## src/rtl/video_cga_crtc_regs_pkg.sv

```systemverilog
// Shared CGA video definitions: CRTC register indices, reset values, store masks
// and cursor blink-mode encodings.
package video_pkg;

   localparam int NUM_REGS = 16;

   localparam logic [4:0] R_MAX_SCAN  = 5'd9;
   localparam logic [4:0] R_CUR_START = 5'd10;
   localparam logic [4:0] R_CUR_END   = 5'd11;
   localparam logic [4:0] R_START_HI  = 5'd12;
   localparam logic [4:0] R_START_LO  = 5'd13;
   localparam logic [4:0] R_CURSOR_HI = 5'd14;
   localparam logic [4:0] R_CURSOR_LO = 5'd15;
   localparam logic [4:0] R_LPEN_HI   = 5'd16;
   localparam logic [4:0] R_LPEN_LO   = 5'd17;

   // iAddr[11:3] for the 3D0-3D7 port window; iAddr[0] splits index from data.
   localparam logic [8:0] CRTC_PORT_HI = 9'h07A;

   typedef enum logic [1:0] {
      CUR_STEADY    = 2'b00,
      CUR_OFF       = 2'b01,
      CUR_BLINK_FC3 = 2'b10,
      CUR_BLINK_FC4 = 2'b11
   } cursor_mode_e;

   // Bits each register actually stores; everything else reads back as 0.
   function automatic logic [7:0] reg_mask(input logic [3:0] idx);
      case (idx)
         4'd4, 4'd6, 4'd7, 4'd10: reg_mask = 8'h7F;
         4'd5, 4'd9, 4'd11:       reg_mask = 8'h1F;
         4'd8:                    reg_mask = 8'h03;
         4'd12, 4'd14:            reg_mask = 8'h3F;
         default:                 reg_mask = 8'hFF;
      endcase
   endfunction

   // 80x25 text-mode defaults; R9-R11 come from the top-level parameters.
   function automatic logic [7:0] fixed_reset(input logic [3:0] idx);
      case (idx)
         4'd0:    fixed_reset = 8'h71;
         4'd1:    fixed_reset = 8'h50;
         4'd2:    fixed_reset = 8'h5A;
         4'd3:    fixed_reset = 8'h0A;
         4'd4:    fixed_reset = 8'h1F;
         4'd5:    fixed_reset = 8'h06;
         4'd6:    fixed_reset = 8'h19;
         4'd7:    fixed_reset = 8'h1C;
         4'd8:    fixed_reset = 8'h02;
         default: fixed_reset = 8'h00;
      endcase
   endfunction

endpackage

```

## src/rtl/video_cga_crtc_regs_if.sv

```systemverilog
// CPU IO bus as seen by the CRTC register file: address, strobes, write and read data.
interface video_cga_crtc_regs_if;
   logic [19:0] iAddr;
   logic [7:0]  iWrData;
   logic        iWrIo;
   logic        iRdIo;
   logic [7:0]  oRdData;
   logic        oSel;

   modport master (output iAddr, iWrData, iWrIo, iRdIo, input oRdData, oSel);
   modport slave  (input iAddr, iWrData, iWrIo, iRdIo, output oRdData, oSel);
endinterface

```

## src/rtl/video_cga_crtc_regs_blink_gen.sv

```systemverilog
// Vsync synchronizer, rising-edge detector and 5-bit field counter driving the
// cursor and character blink phases.
module video_blink_gen (
   input  logic       clk,
   input  logic       rst_n,
   input  logic       vs,
   output logic [4:0] fc
);

   logic vs_meta;
   logic vs_sync;
   logic vs_prev;

   // NOTE: non-blocking assignments keep the three flops a true shift chain.
   always_ff @(posedge clk or negedge rst_n) begin
      if (!rst_n) begin
         vs_meta <= 1'b0;
         vs_sync <= 1'b0;
         vs_prev <= 1'b0;
         fc      <= 5'd0;
      end else begin
         vs_meta <= vs;
         vs_sync <= vs_meta;
         vs_prev <= vs_sync;
         if (vs_sync && !vs_prev)
            fc <= fc + 5'd1;
      end
   end

endmodule

```

## src/rtl/video_cga_crtc_regs.sv

```systemverilog
// 6845-compatible CRTC register file for the CGA path: port decode, R0-R15 storage,
// readback, and the cursor/character blink outputs.
module video_cga_crtc_regs
   import video_pkg::*;
#(
   parameter logic [7:0] RESET_R9  = 8'h07,
   parameter logic [7:0] RESET_R10 = 8'h06,
   parameter logic [7:0] RESET_R11 = 8'h07
) (
   input  logic                        iClk,
   input  logic                        iRstN,
   video_cga_crtc_regs_if.slave        bus,
   input  logic                        iVgaVs,
   output logic [13:0]                 oStartAddr,
   output logic [13:0]                 oCursorAddr,
   output logic [4:0]                  oCursorStart,
   output logic [4:0]                  oCursorEnd,
   output logic [4:0]                  oMaxScan,
   output logic                        oCursorOn,
   output logic                        oCharBlink
);

   logic [4:0] index;
   logic [7:0] regs [NUM_REGS];
   logic [4:0] fc;
   logic       port_hit;
   logic       idx_wr;
   logic       data_wr;
   logic       data_rd;
   logic [7:0] rd_value;
   logic       unused_addr_bits;

   function automatic logic [7:0] reset_val(input logic [3:0] idx);
      case (idx)
         4'd9:    reset_val = RESET_R9  & reg_mask(idx);
         4'd10:   reset_val = RESET_R10 & reg_mask(idx);
         4'd11:   reset_val = RESET_R11 & reg_mask(idx);
         default: reset_val = fixed_reset(idx);
      endcase
   endfunction

   assign unused_addr_bits = &{1'b0, bus.iAddr[19:12], bus.iAddr[2:1]};

   assign port_hit = (bus.iAddr[11:3] == CRTC_PORT_HI);
   assign idx_wr   = port_hit && !bus.iAddr[0] && bus.iWrIo;
   assign data_wr  = port_hit &&  bus.iAddr[0] && bus.iWrIo;
   assign data_rd  = port_hit &&  bus.iAddr[0] && bus.iRdIo;

   // NOTE: the register file is small and its reset values are architectural, so
   // every entry is reset rather than treated as uninitialised memory.
   always_ff @(posedge iClk or negedge iRstN) begin
      if (!iRstN) begin
         index <= 5'd0;
         for (int i = 0; i < NUM_REGS; i++)
            regs[i] <= reset_val(4'(i));
      end else begin
         if (idx_wr)
            index <= bus.iWrData[4:0];
         if (data_wr && !index[4])
            regs[index[3:0]] <= bus.iWrData & reg_mask(index[3:0]);
      end
   end

   // Only the address registers read back; light pen and timing registers read 0.
   always_comb begin
      rd_value = 8'h00;
      case (index)
         R_START_HI, R_START_LO, R_CURSOR_HI, R_CURSOR_LO: rd_value = regs[index[3:0]];
         default:                                          rd_value = 8'h00;
      endcase
   end

   // Samples the pre-write contents, so a same-cycle write and read returns the old value.
   always_ff @(posedge iClk or negedge iRstN) begin
      if (!iRstN) begin
         bus.oSel    <= 1'b0;
         bus.oRdData <= 8'h00;
      end else begin
         bus.oSel    <= data_rd;
         bus.oRdData <= data_rd ? rd_value : 8'h00;
      end
   end

   video_blink_gen u_blink (
      .clk   (iClk),
      .rst_n (iRstN),
      .vs    (iVgaVs),
      .fc    (fc)
   );

   always_ff @(posedge iClk or negedge iRstN) begin
      if (!iRstN) begin
         oCursorOn <= 1'b1;
      end else begin
         case (cursor_mode_e'(regs[R_CUR_START[3:0]][6:5]))
            CUR_STEADY:    oCursorOn <= 1'b1;
            CUR_OFF:       oCursorOn <= 1'b0;
            CUR_BLINK_FC3: oCursorOn <= fc[3];
            CUR_BLINK_FC4: oCursorOn <= fc[4];
            default:       oCursorOn <= 1'b1;
         endcase
      end
   end

   assign oStartAddr   = {regs[R_START_HI[3:0]][5:0],  regs[R_START_LO[3:0]]};
   assign oCursorAddr  = {regs[R_CURSOR_HI[3:0]][5:0], regs[R_CURSOR_LO[3:0]]};
   assign oCursorStart = regs[R_CUR_START[3:0]][4:0];
   assign oCursorEnd   = regs[R_CUR_END[3:0]][4:0];
   assign oMaxScan     = regs[R_MAX_SCAN[3:0]][4:0];
   assign oCharBlink   = fc[4];

endmodule

```

## src/flat_wrapper.sv

```systemverilog
// flat-port wrapper written by rule: the top's interface ports become plain ports
module video_cga_crtc_regs_flat import video_pkg::*;
#(
   parameter logic [7:0] RESET_R9  = 8'h07,
   parameter logic [7:0] RESET_R10 = 8'h06,
   parameter logic [7:0] RESET_R11 = 8'h07
)
  (iClk, iRstN, iVgaVs, oStartAddr, oCursorAddr, oCursorStart, oCursorEnd, oMaxScan, oCursorOn, oCharBlink, bus_iAddr, bus_iWrData, bus_iWrIo, bus_iRdIo, bus_oRdData, bus_oSel);
  video_cga_crtc_regs_if bus_i ();
  input  logic iClk;
  input  logic iRstN;
  input  logic iVgaVs;
  output logic [13:0] oStartAddr;
  output logic [13:0] oCursorAddr;
  output logic [4:0] oCursorStart;
  output logic [4:0] oCursorEnd;
  output logic [4:0] oMaxScan;
  output logic oCursorOn;
  output logic oCharBlink;
  input wire logic [$bits(bus_i.iAddr)-1:0] bus_iAddr;
  input wire logic [$bits(bus_i.iWrData)-1:0] bus_iWrData;
  input wire logic [$bits(bus_i.iWrIo)-1:0] bus_iWrIo;
  input wire logic [$bits(bus_i.iRdIo)-1:0] bus_iRdIo;
  output wire logic [$bits(bus_i.oRdData)-1:0] bus_oRdData;
  output wire logic [$bits(bus_i.oSel)-1:0] bus_oSel;
  assign bus_i.iAddr = bus_iAddr;
  assign bus_i.iWrData = bus_iWrData;
  assign bus_i.iWrIo = bus_iWrIo;
  assign bus_i.iRdIo = bus_iRdIo;
  assign bus_oRdData = bus_i.oRdData;
  assign bus_oSel = bus_i.oSel;
  video_cga_crtc_regs #(.RESET_R9(RESET_R9), .RESET_R10(RESET_R10), .RESET_R11(RESET_R11)) u_core (.iClk(iClk), .iRstN(iRstN), .bus(bus_i), .iVgaVs(iVgaVs), .oStartAddr(oStartAddr), .oCursorAddr(oCursorAddr), .oCursorStart(oCursorStart), .oCursorEnd(oCursorEnd), .oMaxScan(oMaxScan), .oCursorOn(oCursorOn), .oCharBlink(oCharBlink));
endmodule
```

## config.mk

```make
export PLATFORM = sky130hd
export DESIGN_NAME = video_cga_crtc_regs_flat
export DESIGN_NICKNAME = d
export VERILOG_FILES = /design/src/rtl/video_cga_crtc_regs_pkg.sv /design/src/rtl/video_cga_crtc_regs_if.sv /design/src/rtl/video_cga_crtc_regs_blink_gen.sv /design/src/rtl/video_cga_crtc_regs.sv /design/src/flat_wrapper.sv
export SDC_FILE = /design/constraint.sdc
export NUM_CORES = 1
export LEC_CHECK = 0
export CELL_PAD_IN_SITES_DETAIL_PLACEMENT = 0
export CELL_PAD_IN_SITES_GLOBAL_PLACEMENT = 2
export CORE_ASPECT_RATIO = 0.5
export CORE_MARGIN = 1.5
export CORE_UTILIZATION = 28
export DETAILED_ROUTE_END_ITERATION = 8
export PLACE_DENSITY_LB_ADDON = 0.12
export SYNTH_ARGS = -nofsm -noshare
export SYNTH_HDL_FRONTEND = slang
export SYNTH_SLANG_ARGS = --single-unit
```

## constraint.sdc

```tcl
create_clock -name iClk -period 2.1 [get_ports iClk]
set_clock_uncertainty 0.15 [all_clocks]
set_input_delay 0.21 -clock iClk [delete_from_list [all_inputs] [get_ports iClk]]
set_output_delay 0.21 -clock iClk [all_outputs]
set_load 0.01 [all_outputs]
```

==> flow_summary.ini <==
[setup_path]
rr_startpoint = u_core.index[4]
worstSetupPathType = primary input to flip-flop
crit_fanout = 8
endpoint = u_core.oStartAddr[4]
worstPathArrival_ps = 1970
cp.required_ps = 2160
crit_path_end_kind = flip-flop
reg2regPathDepth = 5
r2r-end = u_core.oStartAddr[4]
cp-startpoint = bus_iAddr[9]
r2r_slack_ps = 200
crit_path_start_kind = primary input

[clock_network]
cts.clk_slew.worst_paths_ps = 50
hold_buffers = 1
clk_path_buf_depth = 2
clk_latency_ps = 330
cts_buffers = 9
ctsHtreeMaxLevel = 3
post-cts-setup-buffer-count = 0
cts_resized = 0
cts_tree = done
cts.sinks = 73
cts_root_buf = clkbuf_16

[detailed_routing]
wirelength_um = 8160
ant_nets = 0
first_iter_violations = 97
via_per_inst = 4.26
drc_errors = 0
wl_per_cell_um = 16.8
firstDrtPassIters = 4
num_vias = 2077

[cells_and_area]
syn2layout_area_growth_pct = 29.8
drive_above_1_share_pct = 37.9
regArea_um2 = 1840
fillCellCount = 1190
fin_nets = 352
final_cell_area_um2 = 4600
n_antenna_cell = 0
multi_input_area_um2 = 1280

[power]
power_frac_seq_pct = 46.3
pwr-share-comb_pct = 6.7
internal_power_w = 0.00255
p_clk_share_pct = 47.0
p_sw_w = 0.000708
powerDensity_nw_per_um2 = 708
p_leak_nw = 2.01
swShare_pct = 21.7
peakVddDrop_v = 0.000299

[global_routing]
grt_pass1_vias = 2177
antenna_found_initial = 0
grt_overflow = 0
grt_max_degree = 74
track_usage_pct = 13.0
grt_pass1_wl_um = 12500

[floorplan]
die_y_um = 82.6
fp.dieArea_um2 = 13400
coreArea_um2 = 12100
die_w_um = 162
rows = 28
start_util_pct = 29.3
io_pins = 87

[timing]
hold_ws_ps = 175
maxSlewHeadroom_pct = 67.4
fmax_ghz = 0.523
period_share_pct = 91.1
report.final.slew_viol_count = 0
finalSetupViolations = 0
fin_crit_ps = 1910
setup_slack_ps = 188
rsz0062_at_grt = false
hold_viol_final = 0
tightest_slew_ps = 487

[placement]
dp_hpwl_um = 5790
placed_cell_area_um2 = 4300
routabilityCongestion = 0.680
io_buffers = 76
dpl_worst_slack_ps = -163

[synthesis]
ys_seq_area_share_pct = 51.8
yosysUniqueCellTypes = 37
synth_area_um2 = 3550
ys_ff_latch = 73
syn_avg_cell_area_um2 = 13.4
synth_warnings = 0
syn_nets = 298
synthCells = 264

[worst_hold_path]
hp-class = primary input to flip-flop

[job]
cap_violations = 0

[outcome]
outcome = complete, no violations
==> critical path, cell delays in order <==
cell             delay [ps]
clkdlybuf4s50_1         470
nor2b_1                 250
nand4_4                 240
nor3_2                  240
buf_4                   210
mux2_2                  350
==> logic make-up (layout without fill, tap and decap cells) <==
| logic type | Yosys count | after routing | synth area share, % |
|---|---|---|---|
| DFF | 73 | 73 | 51.8 |
| muxes | 60 | 60 | 21.2 |
| adders and majority gates | 1 | 1 | 0.353 |
| buffers and inverters | 59 | 117 | 12.2 |
| xor gates and xnor gates | 5 | 5 | 1.23 |
| AOI/OAI and AO/OA | 9 | 9 | 1.55 |
| and+or+nand+nor | 57 | 57 | 11.6 |
==> cells in the final DEF (no fill, tap or decap), drive strengths merged, types with 4 or more instances in the layout <==
cell type	instances
clkdlybuf4s50	75
dfrtp	64
mux2	52
buf	24
nor2b	17
clkbuf	12
dfstp	9
nor3	8
mux4	7
nand2	5
and2	5
nor2	4
nand3	4
nand4	4
==> worst min-delay path by stage <==
stage,slack [ps],to,cells after the start,start
2_1_floorplan,-240,u_core.bus.oRdData[0],0,iRstN
3_3_place_gp,100,u_core.oCursorStart[3],2,iRstN
3_5_place_dp,110,u_core.u_blink.fc[1],2,iRstN
4_1_cts,170,u_core.u_blink.vs_meta,1,iVgaVs
5_1_grt,180,u_core.u_blink.vs_meta,1,iVgaVs
6_report,170,u_core.u_blink.vs_meta,1,iVgaVs
==> state kept, by name (all words and copies together) (netlist names), 5 cells and up <==
signal and flops:
u_core.bus.oRdData 8, u_core.oCursorEnd 5, u_core.u_blink.fc 5, u_core.oCursorAddr 14, u_core.oMaxScan 5, u_core.oStartAddr 14
u_core.oCursorStart 5, u_core.regs 7, u_core.index 5
==> layout make-up <==
cell class,count,share of cell area [%]
flip-flops and latches,73,39.9
multi-input cells,132,27.7
repair buffers,100,21.3
clock buffers,12,5.57
well taps,165,4.48
clock inverters,3,0.870
inverters,2,0.163
==> power groups by stage <==
stage | Clock (W) | Sequential (W) | Combinational, W
6_report | 0.00153 | 0.00151 | 0.000217
5_1_grt | 0.00164 | 0.00152 | 0.000249
4_1_cts | 0.00158 | 0.00151 | 0.000223
3_5_place_dp | 0 | 0.00153 | 0.000222
3_3_place_gp | 0 | 0.00153 | 0.000215
2_1_floorplan | 0 | 0.00153 | 0.0000976
==> synthesized netlist by cell type (all sizes together) <==
library cell,instances,share of area [%]
and2,5,0.99
nand2,5,0.53
xor2,2,0.49
nor2b,17,3.0
nor3b,1,0.35
dfrtp,64,45
mux2i,1,0.28
nor3,8,2.4
mux2,52,17
buf,47,10
nand3,4,0.56
xnor2,3,0.74
nand2b,3,0.53
nand4,4,1.1
clkdlybuf4s15,1,0.28
inv,2,0.21
or3b,1,0.25
clkbuf,9,1.6
mux4,7,4.4
or3,1,0.32
ha,1,0.35
o21ai,3,0.42
a21oi,2,0.28
dfstp,9,6.7
a211oi,3,0.63
nor2,4,0.42
and4b,3,0.88
nand3b,1,0.21
o21a,1,0.21
==> per-stage QoR <==
step | total power [W] | TNS, ps | std cells | util [%]
2_1_floorplan | 0.00162 | 0 | 264 | -
3_3_place_gp | 0.00174 | -4150 | 471 | 35.5
3_5_place_dp | 0.00175 | -4930 | 471 | 35.5
4_1_cts | 0.00331 | 0 | 487 | 38.1
5_1_grt | 0.00341 | 0 | 487 | 38.1
6_report | 0.00326 | 0 | 487 | 38.1
==> layer usage <==
metal / vias up / global-route usage (%) / wire length [um]
met5: - / 0 / 0
met4: 0 / 4.77 / 92
met3: 8 / 4.65 / 441
met2: 49 / 19.3 / 3630
met1: 1044 / 17.6 / 4000
li1: 976 / - / -
(Power assumes the default switching activity.)
